==> src/rtl/tdp_ram_cfg.sv <==
// ---------------------------------------------------------------------------
// tdp_ram_cfg
// Single-clock true dual-port RAM with per-lane write enables, a selectable
// same-port read-during-write behaviour, an optional output pipeline register,
// cross-port collision arbitration and a post-reset memory-clear sequencer.
//
// Ports
//   clk        : clock, rising edge
//   rst_n      : asynchronous active-low reset (released synchronously upstream)
//   busy       : high while the clear sequencer owns the memory
//   ena/enb    : port access enable
//   wea/web    : per-lane write enables (all zero = read access)
//   addra/b    : word address
//   dina/b     : write data
//   douta/b    : read data, holds its value between results
//   douta/b_vld: one-cycle pulse marking a new read result
//   collision  : pulse aligned with the read result of a same-address access
//                where at least one port wrote
// ---------------------------------------------------------------------------
module tdp_ram_cfg #(
    parameter int AW       = 4,
    parameter int DW       = 8,
    parameter int LW       = 4,
    parameter int MODE     = 0,
    parameter int OUT_REG  = 0,
    parameter int INIT_CLR = 1,
    localparam int NL      = DW / LW
) (
    input  logic          clk,
    input  logic          rst_n,
    output logic          busy,
    input  logic          ena,
    input  logic [NL-1:0] wea,
    input  logic [AW-1:0] addra,
    input  logic [DW-1:0] dina,
    output logic [DW-1:0] douta,
    output logic          douta_vld,
    input  logic          enb,
    input  logic [NL-1:0] web,
    input  logic [AW-1:0] addrb,
    input  logic [DW-1:0] dinb,
    output logic [DW-1:0] doutb,
    output logic          doutb_vld,
    output logic          collision
);

    localparam int DEPTH = 2 ** AW;

    typedef enum logic [1:0] {ST_IDLE, ST_CLEAR, ST_READY} state_t;

    state_t        state_q, state_d;
    logic [AW-1:0] cnt_q, cnt_d;

    logic [DW-1:0] mem [DEPTH];

    // -------------------------------------------------------------------
    // Clear sequencer
    // -------------------------------------------------------------------
    always_comb begin
        state_d = state_q;
        cnt_d   = cnt_q;
        case (state_q)
            ST_IDLE: begin
                cnt_d   = '0;
                state_d = (INIT_CLR != 0) ? ST_CLEAR : ST_READY;
            end
            ST_CLEAR: begin
                cnt_d = cnt_q + 1'b1;
                if (cnt_q == {AW{1'b1}}) begin
                    state_d = ST_READY;
                end
            end
            default: state_d = ST_READY;
        endcase
    end

    always_ff @(posedge clk or negedge rst_n) begin
        if (!rst_n) begin
            state_q <= (INIT_CLR != 0) ? ST_CLEAR : ST_READY;
            cnt_q   <= '0;
        end else begin
            state_q <= state_d;
            cnt_q   <= cnt_d;
        end
    end

    assign busy = (state_q == ST_CLEAR);

    // -------------------------------------------------------------------
    // Port decode
    // -------------------------------------------------------------------
    logic          acc_a, acc_b;
    logic [NL-1:0] wr_a, wr_b;
    logic [DW-1:0] old_a, old_b, new_a, new_b;
    logic [DW-1:0] rdat_a, rdat_b;
    logic          upd_a, upd_b, coll;

    always_comb begin
        acc_a = ena & ~busy;
        acc_b = enb & ~busy;
        wr_a  = acc_a ? wea : '0;
        wr_b  = acc_b ? web : '0;
        // The array is written at the clock edge, so these are the pre-write
        // words: a reader on the other port always sees the old contents.
        old_a = mem[addra];
        old_b = mem[addrb];
        new_a = old_a;
        new_b = old_b;
        for (int i = 0; i < NL; i++) begin
            if (wr_a[i]) new_a[i*LW +: LW] = dina[i*LW +: LW];
            if (wr_b[i]) new_b[i*LW +: LW] = dinb[i*LW +: LW];
        end
        rdat_a = (MODE == 1) ? new_a : old_a;
        rdat_b = (MODE == 1) ? new_b : old_b;
        // No-change mode suppresses the result of any write access.
        upd_a  = acc_a && !((MODE == 2) && (|wr_a));
        upd_b  = acc_b && !((MODE == 2) && (|wr_b));
        coll   = acc_a && acc_b && (addra == addrb) && ((|wr_a) || (|wr_b));
    end

    // -------------------------------------------------------------------
    // Memory array (contents are never reset). Port A is written after
    // port B so that A wins on lanes both ports write.
    // -------------------------------------------------------------------
    always_ff @(posedge clk) begin
        if (busy) begin
            mem[cnt_q] <= '0;
        end else begin
            for (int i = 0; i < NL; i++) begin
                if (wr_b[i]) mem[addrb][i*LW +: LW] <= dinb[i*LW +: LW];
                if (wr_a[i]) mem[addra][i*LW +: LW] <= dina[i*LW +: LW];
            end
        end
    end

    // -------------------------------------------------------------------
    // First read stage
    // -------------------------------------------------------------------
    logic [DW-1:0] dat1_a_q, dat1_a_d, dat1_b_q, dat1_b_d;
    logic          vld1_a_q, vld1_a_d, vld1_b_q, vld1_b_d;
    logic          coll1_q, coll1_d;

    always_comb begin
        dat1_a_d = upd_a ? rdat_a : dat1_a_q;
        dat1_b_d = upd_b ? rdat_b : dat1_b_q;
        vld1_a_d = upd_a;
        vld1_b_d = upd_b;
        coll1_d  = coll;
    end

    always_ff @(posedge clk or negedge rst_n) begin
        if (!rst_n) begin
            dat1_a_q <= '0;
            dat1_b_q <= '0;
            vld1_a_q <= 1'b0;
            vld1_b_q <= 1'b0;
            coll1_q  <= 1'b0;
        end else begin
            dat1_a_q <= dat1_a_d;
            dat1_b_q <= dat1_b_d;
            vld1_a_q <= vld1_a_d;
            vld1_b_q <= vld1_b_d;
            coll1_q  <= coll1_d;
        end
    end

    // -------------------------------------------------------------------
    // Optional output register
    // -------------------------------------------------------------------
    generate
        if (OUT_REG != 0) begin : g_out_reg
            logic [DW-1:0] dat2_a_q, dat2_a_d, dat2_b_q, dat2_b_d;
            logic          vld2_a_q, vld2_a_d, vld2_b_q, vld2_b_d;
            logic          coll2_q, coll2_d;

            always_comb begin
                dat2_a_d = vld1_a_q ? dat1_a_q : dat2_a_q;
                dat2_b_d = vld1_b_q ? dat1_b_q : dat2_b_q;
                vld2_a_d = vld1_a_q;
                vld2_b_d = vld1_b_q;
                coll2_d  = coll1_q;
            end

            always_ff @(posedge clk or negedge rst_n) begin
                if (!rst_n) begin
                    dat2_a_q <= '0;
                    dat2_b_q <= '0;
                    vld2_a_q <= 1'b0;
                    vld2_b_q <= 1'b0;
                    coll2_q  <= 1'b0;
                end else begin
                    dat2_a_q <= dat2_a_d;
                    dat2_b_q <= dat2_b_d;
                    vld2_a_q <= vld2_a_d;
                    vld2_b_q <= vld2_b_d;
                    coll2_q  <= coll2_d;
                end
            end

            assign douta     = dat2_a_q;
            assign doutb     = dat2_b_q;
            assign douta_vld = vld2_a_q;
            assign doutb_vld = vld2_b_q;
            assign collision = coll2_q;
        end else begin : g_no_out_reg
            assign douta     = dat1_a_q;
            assign doutb     = dat1_b_q;
            assign douta_vld = vld1_a_q;
            assign doutb_vld = vld1_b_q;
            assign collision = coll1_q;
        end
    endgenerate

endmodule
==> config.mk <==
export PLATFORM = sky130hd
export DESIGN_NAME = tdp_ram_cfg
export DESIGN_NICKNAME = d
export VERILOG_FILES = /design/src/rtl/tdp_ram_cfg.sv
export SDC_FILE = /design/constraint.sdc
export NUM_CORES = 1
export LEC_CHECK = 0
export BUFFER_PORTS_ARGS = -buffer_cell sky130_fd_sc_hd__buf_2
export CORE_AREA = 10 10 128 188
export DETAILED_ROUTE_END_ITERATION = 7
export DIE_AREA = 0 0 138 198
export PLACE_DENSITY = 0.72
export SYNTH_ARGS = -nofsm -noshare
export SYNTH_HDL_FRONTEND = slang
export SYNTH_SLANG_ARGS = --single-unit
export TNS_END_PERCENT = 20
==> constraint.sdc <==
create_clock -name clk -period 5.6 [get_ports clk]
set_input_delay 0.28 -clock clk [delete_from_list [all_inputs] [get_ports clk]]
set_output_delay 0.28 -clock clk [all_outputs]
set_load 0.03 [all_outputs]
==> Word-level counts from Yosys, hierarchy flattened <==
Memory sizes are Yosys's and may differ from the RTL's. A register that Yosys moved wholly into a read port is not among the register bits.
Cells that the tools add are included.
{ "classes": {"n_addsub": 1, "mux": 22, "bitwise": 3, "eq_ne": 4, "n_reduce_logical": 11} }
{ "op_table": {"columns": ["operator", "n"], "rows": [
  ["$mux 1", 14],
  ["$mux 2", 4],
  ["$mux 8", 1],
  ["$pmux 4 s2", 1],
  ["$reduce_or 8->1", 1],
  ["$add 4x1->4 const B", 1],
  ["$eq 4x4->1", 1],
  ["$eq 4x4->1 const B", 1],
  ["$mux 4", 1],
  ["$pmux 2 s2", 1],
  ["$reduce_or 2->1", 2],
  ["$logic_and 1x1->1", 3],
  ["$and 1x1->1", 2],
  ["$eq 2x1->1 const B", 1],
  ["$logic_not 1->1", 2],
  ["$logic_not 2->1", 1],
  ["$ne 2x1->1 const B", 1],
  ["$reduce_bool 2->1", 1],
  ["$logic_or 1x1->1", 1],
  ["$not 1->1", 1]
]} }
{ "totals": {"inputBits": 32, "register_bits": 9, "ramBits": 128, "elab_cells": 47, "out_inout_bits": 20, "mem_count": 1} }
{ "memory_table": {"columns": ["memory", "depth", "word_bits", "read_ports", "rd_clocked_by_memory_dff", "wr", "line", "text"], "rows": [
  ["mem", 16, 8, 2, 2, 2, "54", "logic [DW-1:0] mem [DEPTH];"]
]} }

==> Depth between registers and ports, before layout <==
Gate-level depths: netlist of the first run.
{ "logic_depth": {"word_depth": 9, "depth_mapped": 8, "depth_no_buf": 5} }

==> Worst setup path after synthesis of the first run <==
OpenSTA, ideal clock, no wires.
{ "synth_path": {"kind": "flip-flop to flip-flop", "startpoint": "register state_q[1]", "endpoint": "memory mem[6][0], enable pin", "t_required_ps": 5239, "setup_time_ps": 361, "n_path_buf": 2, "slack_ps": 3598, "synth_period_minus_slack_ps": 2002, "arrival_time_ps": 1640, "stages_incl_launch_ff": 8, "cell_sequence": "dfrtp_1 -> buf_6 -> nand2b_4 -> inv_6 -> buf_6 -> nor4_4 -> o21ai_0 -> o21ai_0"} }
{ "synth_rtl": {"columns": ["element", "line", "text"], "rows": [
  ["from (decl)", "51", "state_t state_q, state_d;"],
  ["from (signal assigned)", "79", "state_q <= (INIT_CLR != 0) ? ST_CLEAR : ST_READY;"],
  ["from (signal assigned)", "82", "state_q <= state_d;"],
  ["to (decl)", "54", null]
]} }

==> results of run 1 <==
cells in the final DEF (no fill, tap or decap), types with 9 or more instances in the layout:
cell type,netlist,routed
a31oi_1,9,9
dfrtp_1,24,24
o22ai_1,14,14
mux2i_1,40,40
mux4_2,37,37
o21ai_0,82,82
clkbuf_16,0,19
mux2_2,65,65
o21bai_1,18,18
and2_1,9,9
nor4_4,17,17
buf_2,21,51
edfxtp_1,128,128
nor2_1,16,16
mux4_1,14,14
a21oi_1,10,10
nand2_1,90,90
what timing repair did:
action | 4_1_cts | 5_1_grt
resized for setup | 0 | 0
hold buffers | 1 | 0
endpoints found under the hold margin | 24 | 0
endpoints found under the setup margin | 0 | 0
critical path, delay by kind of cell, from the launching register on:
family	cells	cell delay [ns]
buffers and inverters	1	0.19
flip-flops	1	0.47
multiplexers	1	1.04
AND/OR/NAND/NOR	2	1.04
AO/OA/AOI/OAI	1	0.44
area by class of cell:
cell class / count / area, um^2 / area share
Sequential cell: 153 / 4470 / 0.425
Tap cell: 268 / 335 / 0.0319
Clock inverter: 12 / 209 / 0.0199
Timing Repair Buffer: 54 / 280 / 0.0267
Multi-Input combinational cell: 515 / 4710 / 0.448
Inverter: 6 / 27.5 / 0.00262
Clock buffer: 20 / 479 / 0.0456
logic make-up after synthesis:
group           share of synthesized area
compound gates                      0.108
buf+inv                            0.0398
mux                                 0.248
flops                               0.468
simple gates                        0.131
xor+xnor                          0.00367
fa+ha+maj                         0.00131
through the flow:
step           instances  instance area [um^2]   util
3_5_place_dp         995                  9810  0.471
2_1_floorplan        734                  9560      -
4_1_cts             1028                 10500  0.505
5_1_grt             1028                 10500  0.505
6_report            1028                 10500  0.505
3_3_place_gp         995                  9810  0.471
routing by layer:
| layer | vias up | share of wire | track usage | wire length (um) |
|---|---|---|---|---|
| met4 | 0 | 0.076 | 0.166 | 2190 |
| met3 | 120 | 0.076 | 0.0463 | 2200 |
| li1 | 2907 | - | - | - |
| met5 | - | 0 | 0 | 0 |
| met2 | 446 | 0.52 | 0.367 | 14900 |
| met1 | 3274 | 0.33 | 0.200 | 9420 |
Yosys cell counts, types with 4 or more instances:
master,n,area [um^2]
a21oi_1,10,50.1
a22oi_1,8,60.1
a2bb2oi_1,8,70.1
a31oi_1,9,56.3
and2_1,9,56.3
buf_1,5,18.8
buf_2,21,105
buf_4,5,37.5
buf_6,8,90.1
clkbuf_1,17,63.8
dfrtp_1,24,601
edfxtp_1,128,3840
inv_1,5,18.8
mux2_2,65,732
mux2i_1,40,400
mux4_1,14,368
mux4_2,37,833
nand2_1,90,338
nand2b_1,5,31.3
nor2_1,16,60.1
nor2_4,8,90.1
nor2b_1,6,37.5
nor4_4,17,362
o21ai_0,82,410
o21ai_1,4,20.0
o21bai_1,18,135
o22ai_1,14,87.6
o32ai_1,4,35.0
worst min path at each step:
stage                   from                   end
global placement       rst_n  doutb[2]$_DFFE_PN0N_
CTS                 addrb[3]  doutb[2]$_DFFE_PN0N_
detailed placement     rst_n  doutb[2]$_DFFE_PN0N_
finish              addrb[3]  doutb[2]$_DFFE_PN0N_
floorplan              rst_n  cnt_q[0]$_DFFE_PN0P_
global route        addrb[3]  doutb[2]$_DFFE_PN0N_
power groups by stage:
stage	registers, uW	logic [uW]	clock network, uW
after floorplan	1310	206	0
after global placement	1290	321	0
after detailed placement	1290	325	0
after CTS	1270	327	1330
after global routing	1270	350	1380
final	1270	333	1330
flip-flops by register name, indices dropped and copies added (netlist names):
name,cells
douta,8
mem,128
state_q,2
cnt_q,4
doutb,8
douta_vld,1
collision,1
doutb_vld,1
==> flow_summary.toml, run 1 <==
[worst_hold_path]
holdPathStages = 3
min_path_type = "primary input to flip-flop"

[route]
post_drt_via_cell_ratio = 6.56
vias = 6747
finalWirelength_um = 28700
dr.pass1.iters = 8
drtAntennaViolNets = 0
wl_per_cell_um = 28.0
route.detailed.drc = 0
drt_first_iter_violations = 692

[floorplan]
start_util = 0.459
boundaryPins = 52
core.rowCount = 65
die_x_um = 138
dieArea_mm2 = 0.0273
chipHeight_um = 198
core_mm2 = 0.0208

[clocking]
clock_sinks = 153
clk_pin_slew_ns = 0.06
ctsRootBufferMaster = "clkbuf_16"
cts_made_buffers = 17
worstSkewPairLatency_ns = 0.44
cts_post_setup_buffers_inserted = 0
cts_tree = "done"
cts_max_path_buffers = 2
htree_levels = 4

[timing]
hold_viol = 0
fin_crit_ns = 3.54
finalClockSkew_ns = 0.00785
worst_pin_slew_ns = 1.23
layout_setup_ws_ns = 2.06
fin_crit_sh = 0.632
drv_slew = 0
clock.fmax_mhz = 282
slew_headroom = 0.172
setup_viol = 0
holdWs_ns = 0.182
fin_tns_setup_ns = 0
rsz0062_at_grt = "no"

[place]
hpwlAfterDp_um = 20900
dp_slack_ns = 2.24
port-buffer-count = 51
place_congestion = 0.940

[setup_path]
rr_endpoint = "mem[2][5]$_DFFE_PP_"
crit_chain = "nand2b_4 -> inv_6 -> nor3_4 -> mux2i_1 -> o21ai_0"
end_kind = "flip-flop"
crit_start = "state_q[1]$_DFFE_PN0P_"
critPathSlowestCell = "mux2i_1"
r2r_slack_ns = 2.06
critPathRequiredTime_ns = 5.69
arrival_ns = 3.63
endpoint = "mem[2][5]$_DFFE_PP_"
r2r.worst_path.cells = 5
critPathLaunchType = "flip-flop"
worstPathMaxFanout = 28
crit_type = "flip-flop to flip-flop"
slowest_delay_ns = 1.04
reg2reg_from = "state_q[1]$_DFFE_PN0P_"

[logic_synthesis]
yosys_register_bits = 153
syn_area_per_cell_um2 = 13.0
synth_nets = 767
syn_inst = 734
synth-seq-area-share = 0.468
synth-edff-count = 128
synth_ff_type = "edfxtp_1"
yosysUniqueCellTypes = 62
syn_area_mm2 = 0.00956
async_reset_ff_frac = 0.163
synth_warnings = 0

[power]
p_sw_uw = 718
powerDensity_mw_per_mm2 = 279
pwr-share-comb = 0.114
worst_ir_drop_vdd_v = 0.000211
switching_share = 0.245
total_power_uw = 2930
leakagePower_uw = 0.00383
clock_power_share = 0.455
seqPwrFrac = 0.432
internal_power_uw = 2220

[run]
cap_viol_max_count = 0

[final_layout]
diodes = 0
fillers = 1781
area_delta_synth_final_pct = 9.95
drive_gt1_frac = 0.305
nNetsFinal = 780

[global_route]
grt_usage = 0.206
antenna_found_initial = 0
grt_max_degree = 40
grt_pass1_vias = 6813
overflow = 0
grt_pass1_wl_um = 42300

[outcome]
status = "finished clean"
Note: power is estimated with default switching activity, not from simulation.
==> run 2: changes to the inputs <==
- clock period: 5.6 -> 3.3 ns (I/O delays scaled with it)
==> run 2 against run 1 <==
Net effect:
- cell count grew 1.5%
- first-iteration DRC count shrank 12%
- hold slack lost 0.14 ns
- sequential power grew 69%
- fmax grew 24%
- routed wire length shrank 2.0%
- clock skew grew 0.0026 ns
- register-to-register slack lost 1.6 ns
- flip-flop and latch count is the same
- critical endpoint is now mem[9][4]$_DFFE_PP_
- highest routed layer unchanged
==> flow_summary.toml, run 2 (same netlist as run 1, synthesis figures left out) <==
[outcome]
status = "finished clean"

[place]
dp_cells = 1010
port-buffer-count = 51
hpwlAfterDp_um = 21400
place_congestion = 0.949
placed_area_mm2 = 0.00993

[final_layout]
drive_gt1_frac = 0.320
diodes = 0
final_common_cell = "edfxtp_1"
area_delta_synth_final_pct = 10.6
regMostFlops = "mem"
largest_reg_flops = 128
layout_common_cells = "edfxtp_1 (128), nand2_1 (90), o21ai_0 (82)"
finalNonFillerCells = 1043
stdcell_area_mm2 = 0.0106
fin_util = 0.508
nNetsFinal = 795

[timing]
fin_tns_setup_ns = 0
rsz0062_at_grt = "no"
holdWs_ns = 0.0380
fin_crit_ns = 2.85
hold_viol = 0
setup_viol = 0
finalClockSkew_ns = 0.0104
drv_slew = 0
fin_crit_sh = 0.863
clock.fmax_mhz = 351
worst_pin_slew_ns = 0.886
slew_headroom = 0.409

[setup_path]
critPathLaunchType = "flip-flop"
critPathRequiredTime_ns = 3.44
rr_endpoint = "mem[9][4]$_DFFE_PP_"
crit_type = "flip-flop to flip-flop"
arrival_ns = 2.99
r2r_slack_ns = 0.45
end_kind = "flip-flop"
r2r.worst_path.cells = 7
reg2reg_from = "state_q[1]$_DFFE_PN0P_"
worstPathMaxFanout = 13

[clocking]
worstSkewPairLatency_ns = 0.44
cts_post_setup_buffers_inserted = 0
cts_tree = "done"
cts_max_path_buffers = 2
ctsRootBufferMaster = "clkbuf_16"
clock_sinks = 153
htree_levels = 4
clk_pin_slew_ns = 0.06
cts_made_buffers = 17

[route]
wl_met3_um = 1850
route.detailed.drc = 0
finalWirelength_um = 28200
vias = 6699
routed.top_layer = "met4"
wl_per_cell_um = 27.0
drtAntennaViolNets = 0
wl_met2_um = 15100
drt_first_iter_violations = 608
dr.pass1.iters = 5
wl_met1_um = 9230
post_drt_via_cell_ratio = 6.42

[floorplan]
dieArea_mm2 = 0.0273
core.rowCount = 65
chipHeight_um = 198
boundaryPins = 52
start_util = 0.459
die_x_um = 138
core_mm2 = 0.0208

[worst_hold_path]
whs_endpoint = "collision$_DFF_PN0_"
holdPathStages = 2
min_path_type = "primary input to flip-flop"
worstHoldStart = "wea[0]"

[global_route]
grt_usage = 0.208
grt_pass1_vias = 6846
grt_max_degree = 40
overflow = 0
grt_pass1_wl_um = 42900
antenna_found_initial = 0

[power]
leakagePower_uw = 0.00386
worst_ir_drop_vdd_v = 0.000232
powerDensity_mw_per_mm2 = 452

[run]
cap_viol_max_count = 0
==> run 2: through the flow <==
step / setup WS [ns] / total power [uW]
after floorplan: 1.30 / 2570
after global placement: 0.269 / 2740
after detailed placement: 0.242 / 2750
after CTS: 0.225 / 4770
after global routing: 0.315 / 4900
final: 0.451 / 4770
==> run 2: power by group <==
part	switching (uW)	internal [uW]	leakage, uW	total [uW]
combinational	372	199	0.00191	571
clock	819	1240	0.000295	2060
sequential	17.9	2130	0.00166	2150
==> run 2: worst max-delay path by stage <==
stage | startpoint | endpoint | cells after the start
finish | state_q[1]$_DFFE_PN0P_ | mem[9][4]$_DFFE_PP_ | 7
global route | state_q[1]$_DFFE_PN0P_ | mem[1][2]$_DFFE_PP_ | 7
CTS | state_q[1]$_DFFE_PN0P_ | mem[2][6]$_DFFE_PP_ | 5
detailed placement | state_q[1]$_DFFE_PN0P_ | mem[2][6]$_DFFE_PP_ | 5
global placement | state_q[1]$_DFFE_PN0P_ | mem[6][0]$_DFFE_PP_ | 5
floorplan | state_q[1]$_DFFE_PN0P_ | mem[6][0]$_DFFE_PP_ | 7
==> run 2: cell type report <==
| type | count | area, um^2 |
|---|---|---|
| Timing Repair Buffer | 69 | 405 |
| Tap cell | 268 | 335 |
| Clock inverter | 13 | 166 |
| Sequential cell | 153 | 4470 |
| Inverter | 6 | 27.5 |
| Fill cell | 1794 | 10300 |
| Clock buffer | 19 | 454 |
| Multi-Input combinational cell | 515 | 4710 |
==> run 2: critical path, cell delays in order, from the launching register on <==
cell,delay (ns)
dfrtp_1,0.46
nand2b_4,0.26
inv_6,0.12
nor3_4,0.50
buf_4,0.28
mux2i_2,0.49
buf_4,0.26
o21bai_1,0.17
==> run 2: timing repair <==
action | in CTS | in global routing
endpoints found under the hold margin | 24 | 0
setup endpoints to repair | 0 | 4
gates resized for setup | 0 | 1
hold buffers | 1 | 0
==> run 2: layer usage <==
metal  vias up  global-route usage
met5         -                   0
li1       2932                   -
met3       123              0.0391
met4         0               0.139
met1      3286               0.213
met2       358               0.378
